<file path="src/rtl/stage_controller.sv">
// Game sequencer: IDLE -> CLEAR -> RUN -> INTER ... -> WON/LOST, restarted by a start rising edge.
// Every output is decoded from registered state, so inputs act one cycle later; there is no backpressure.
module stage_controller #(
    parameter int INTER_FRAMES = 60
) (
    input  logic       Clock,
    input  logic       resetn,
    input  logic       start,
    input  logic       frame_tick,
    input  logic       stage_1_car_done,
    input  logic       stage_2_car_done,
    input  logic       stage_3_car_done,
    input  logic       game_over_feedback,
    input  logic       clear_done,
    output logic       stage_1_in_progress,
    output logic       stage_2_in_progress,
    output logic       stage_3_in_progress,
    output logic       cars_resetn,
    output logic       clear_req,
    output logic [1:0] current_stage,
    output logic       game_won,
    output logic       game_lost
);

    typedef enum logic [2:0] {IDLE, CLEAR, RUN, INTER, WON, LOST} state_t;

    localparam logic [7:0] ICNT_LAST = 8'(INTER_FRAMES - 1);

    state_t     state, state_nxt;
    logic [1:0] stage, stage_nxt;
    logic [7:0] icnt, icnt_nxt;
    logic       start_q;
    logic       start_rise;
    logic       stage_done;

    assign start_rise = start & ~start_q;

    // Only the done line of the stage currently being played counts.
    always_comb begin
        stage_done = 1'b0;
        case (stage)
            2'd1:    stage_done = stage_1_car_done;
            2'd2:    stage_done = stage_2_car_done;
            2'd3:    stage_done = stage_3_car_done;
            default: stage_done = 1'b0;
        endcase
    end

    always_ff @(posedge Clock) begin
        if (!resetn) begin
            state   <= IDLE;
            stage   <= 2'd0;
            icnt    <= 8'd0;
            start_q <= 1'b0;
        end else begin
            state   <= state_nxt;
            stage   <= stage_nxt;
            icnt    <= icnt_nxt;
            start_q <= start;
        end
    end

    always_comb begin
        state_nxt = state;
        stage_nxt = stage;
        icnt_nxt  = icnt;
        case (state)
            IDLE, WON, LOST: begin
                if (start_rise) begin
                    state_nxt = CLEAR;
                    stage_nxt = 2'd1;
                end
            end
            CLEAR: begin
                if (clear_done)
                    state_nxt = RUN;
            end
            RUN: begin
                // A loss outranks a simultaneous stage completion.
                if (game_over_feedback) begin
                    state_nxt = LOST;
                end else if (stage_done) begin
                    if (stage == 2'd3) begin
                        state_nxt = WON;
                    end else begin
                        state_nxt = INTER;
                        icnt_nxt  = 8'd0;
                    end
                end
            end
            INTER: begin
                if (frame_tick) begin
                    if (icnt == ICNT_LAST) begin
                        state_nxt = CLEAR;
                        stage_nxt = stage + 2'd1;
                        icnt_nxt  = 8'd0;
                    end else begin
                        icnt_nxt = icnt + 8'd1;
                    end
                end
            end
            default: state_nxt = IDLE;
        endcase
    end

    assign stage_1_in_progress = (state == RUN) && (stage == 2'd1);
    assign stage_2_in_progress = (state == RUN) && (stage == 2'd2);
    assign stage_3_in_progress = (state == RUN) && (stage == 2'd3);
    // Cars are held in reset everywhere except while a stage or its intermission is live.
    assign cars_resetn         = (state == RUN) || (state == INTER);
    assign clear_req           = (state == CLEAR);
    assign current_stage       = stage;
    assign game_won            = (state == WON);
    assign game_lost           = (state == LOST);

endmodule

</file>
<file path="config.mk">
export PLATFORM = sky130hd
export DESIGN_NAME = stage_controller
export DESIGN_NICKNAME = d
export VERILOG_FILES = /design/src/rtl/stage_controller.sv
export SDC_FILE = /design/constraint.sdc
export NUM_CORES = 1
export LEC_CHECK = 0
export CAP_MARGIN = 20
export CORE_MARGIN = 3
export CORE_UTILIZATION = 40
export CTS_BUF_LIST = sky130_fd_sc_hd__clkbuf_2 sky130_fd_sc_hd__clkbuf_4 sky130_fd_sc_hd__clkbuf_8
export CTS_CLUSTER_SIZE = 20
export DETAILED_ROUTE_END_ITERATION = 10
export GPL_ROUTABILITY_DRIVEN = 0
export PLACE_DENSITY = 0.62
export SYNTH_ARGS = -nofsm -noshare
export SYNTH_HDL_FRONTEND = slang
export SYNTH_SLANG_ARGS = --single-unit
</file>
<file path="constraint.sdc">
create_clock -name Clock -period 4.91 [get_ports Clock]
set_clock_uncertainty 0.2 [all_clocks]
set_input_delay 1.473 -clock Clock [delete_from_list [all_inputs] [get_ports Clock]]
set_output_delay 1.473 -clock Clock [all_outputs]
set_load 0.01 [all_outputs]
</file>
==> results.md <==
* CP endpoint kind: output pin
* Biggest fanout along the worst timing path at 11
* Power, Total at ~0.00038 W
* Core region area at ~0.0022 sq mm
* CTS clock-pin slew for the worst setup and hold paths at approximately 90 ps
* Final total negative setup slack at 0 ps
* Average cell area after synthesis at roughly 8.3 sq um
* Detailed Route Iter0 Violations at 15
* Total global routing track utilization at approximately 17%
* Clock root cell: sky130_fd_sc_hd__clkbuf_4
* Startpoint kind of the worst setup timing path: register
* IR drop worst, VDD at between 0.0002 and 0.00025 V
* Number of instances in the synthesized netlist at between 100 and 150
* Netlist Area Pre-Place at around 950 sq um
* Routed wire length per instance at 13.99 um
* Top cell type by total area after synthesis: sky130_fd_sc_hd__dfxtp_1
* Max incr delay on CP at between 500 and 600 ps
* Clock Latency Late Sink at 290 ps
* Buffers added on ports at 17
* Area contributors post-synth: sky130_fd_sc_hd__dfxtp_1 30%, sky130_fd_sc_hd__ha_1 6.6%, sky130_fd_sc_hd__nand2_1 4.0%
* Crit path kind: reg2out
* Clock tree from TritonCTS: built
* Total power divided by cell area at between 300 and 400 mW/mm^2
* Floorplan die area at ~0.003 sq mm
* Share of synthesized registers carrying an async set or reset at 0%
* Syn Nets at ~130
* Measured slew at the worst slew-check pin at roughly 700 ps
* Worst relative slew slack at between 50 and 60%
* Number of library cell types mapped by synthesis at 41
* Detail Route Antenna Nets at 0
* Hold_buf cts at 0
* Fraction of layout instances using a drive strength above 1 at between 6 and 7%
* Number of enable flip-flop cells after synthesis at 0
* Worst endpoint data arrival time at 1980 ps
* Clock buffers created by TritonCTS at 3
* First-pass GRT wire length at 3615 um
* Hold violation count in the final report at 0
* TritonCTS sink count at 14
* Setup fix buffers added after clock tree synthesis at 0
* Routed WL at around 2200 um
* Buffer depth of the longest clock path at 2
* Number of global-route vias before repair at slightly above 800
* Via-to-Cell Ratio at ~5.8
* Worst EP required at roughly 3200 ps
* Final setup violation count at 0
* Most frequent cells after synthesis: 14 x sky130_fd_sc_hd__dfxtp_1, 10 x sky130_fd_sc_hd__nand2_1, 7 x sky130_fd_sc_hd__o21ai_0, 6 x sky130_fd_sc_hd__a21oi_1, 6 x sky130_fd_sc_hd__nand3_1
* #FFs+latches synth at 14
* Highest-delay cell along the critical path: sky130_fd_sc_hd__clkdlybuf4s50_1
* Pins over their slew limit at 0
* Pin count of the biggest net entering global routing at 14
* Unrepaired setup endpoints after global routing: false
* Sequence of cells on the critical path: nor3b_1 > and2_1 > clkdlybuf4s50_1
* DR vias at between 900 and 1k
* DIE HEIGHT at 54.73 um
* Layout area overhead at 22.13%
* Final worst path period need at approximately 3700 ps
* Maximum Capacitance Violations at 0
* Remaining routing DRC violations at 0
* Congestion Overflow GR at 0
* Horizontal extent of the die at between 50 and 60 um
* Fmax at roughly 270 MHz
* Count of inserted antenna diode cells at 0
* Number of synthesis warnings at 0
* Final HPWL DP at 1675 um
* H-tree level count at 1
* Kind of cell adding the most delay to the critical path: simple AND/OR/NAND/NOR gates
* Most instantiated flip-flop cell in the synthesis netlist: sky130_fd_sc_hd__dfxtp_1
* Boundary pin count at 18
* Row Count at 17
* Hold crit path type: reg2reg
* Part of the Yosys area used for sequential elements at around 30%
* Run status: complete, no violations
* Crit path buf inv count at 1
* Initial Util at between 40% and 50%
* Leakage power at 0.4291 nW
* Initial antenna violation count at 0
* Library cell with the highest instance count after synthesis: sky130_fd_sc_hd__dfxtp_1
* Final period utilization at roughly 74%
* Area share of the largest cell type after synthesis at between 20% and 30%
* Drt first pass iters at 4
* Nets at about 150
* Resize count post-CTS at 0
==> kinds of logic after synthesis <==
| family | after synthesis | share of synthesized area [%] |
|---|---|---|
| AO/OA/AOI/OAI | 33 | 24.90 |
| XOR/XNOR | 1 | 0.9224 |
| adder cells (fa/ha/maj) | 5 | 6.588 |
| buffers and inverters | 11 | 5.269 |
| flip-flops | 14 | 29.51 |
| multiplexers | 3 | 3.162 |
| AND/OR/NAND/NOR | 48 | 29.64 |
==> registers in the layout, indices dropped and copies added (netlist names) <==
| signal | cells |
|---|---|
| icnt | 8 |
| state | 3 |
| current_stage | 2 |
| start_q | 1 |
==> per-stage QoR <==
step	setup slack, ps	area (sq um)	hold slack, ps	utilization (%)	std cells
detailed placement	1506	1124	275.5	50.31	154
finish	1257	1160	285.3	51.93	158
global placement	1499	1124	258.5	50.31	154
CTS	1227	1160	287.3	51.93	158
floorplan	2103	949.7	244.1	-	115
global route	1062	1160	308.9	51.93	158
==> path summary, 6_finish.rpt <==
check	from	endpoint	slack, ps	depth (start not counted)
max reg2reg	current_stage[0]$_SDFFE_PN0P_	state[0]$_SDFFE_PN0P_	2680	6
max	state[1]$_SDFFE_PN0P_	stage_2_in_progress	1260	3
min	icnt[1]$_SDFFE_PN0P_	icnt[1]$_SDFFE_PN0P_	290	2
min reg2reg	icnt[1]$_SDFFE_PN0P_	icnt[1]$_SDFFE_PN0P_	290	2
==> power breakdown <==
part	internal [W]	switching, W	total, W
Clock	0.0000452	0.0000410	0.0000862
Combinational	0.0000719	0.0000726	0.000145
Sequential	0.000125	0.0000208	0.000145
Total	0.000242	0.000134	0.000376
==> layer usage <==
metal  global-route usage (%)  up-vias  share of wire, %
li1                         -      460                 -
met1                    20.68      432                45
met2                    28.15       16                51
met3                    5.995        2               3.3
met4                    2.490        0              0.63
met5                        0        -                 0
==> tightest hold or removal path, cell delays in order (launching register included) <==
cell and delay (ps):
sky130_fd_sc_hd__dfxtp_1 340, sky130_fd_sc_hd__nand2_1 60, sky130_fd_sc_hd__a21oi_1 50
==> final cells by class <==
class / count / area [sq um]
sequential: 14 / 280.3
multi-input combinational: 90 / 619.3
timing repair buffer: 17 / 170.2
fill: 239 / 1074
tap: 28 / 35.03
inverter: 5 / 18.77
clock buffer: 4 / 36.28
==> cell usage in the layout (no fill, tap or decap), types with 4 or more instances in the layout <==
master and n:
sky130_fd_sc_hd__nand2_1 10, sky130_fd_sc_hd__and3_1 4, sky130_fd_sc_hd__ha_1 5, sky130_fd_sc_hd__nand3_1 6, sky130_fd_sc_hd__clkdlybuf4s50_1 17, sky130_fd_sc_hd__nor2_1 4
sky130_fd_sc_hd__a31oi_1 4, sky130_fd_sc_hd__a21oi_1 6, sky130_fd_sc_hd__dfxtp_1 14, sky130_fd_sc_hd__o21ai_0 7, sky130_fd_sc_hd__inv_1 5, sky130_fd_sc_hd__and2_1 4
No activity file was read; power rests on OpenSTA's default activity.
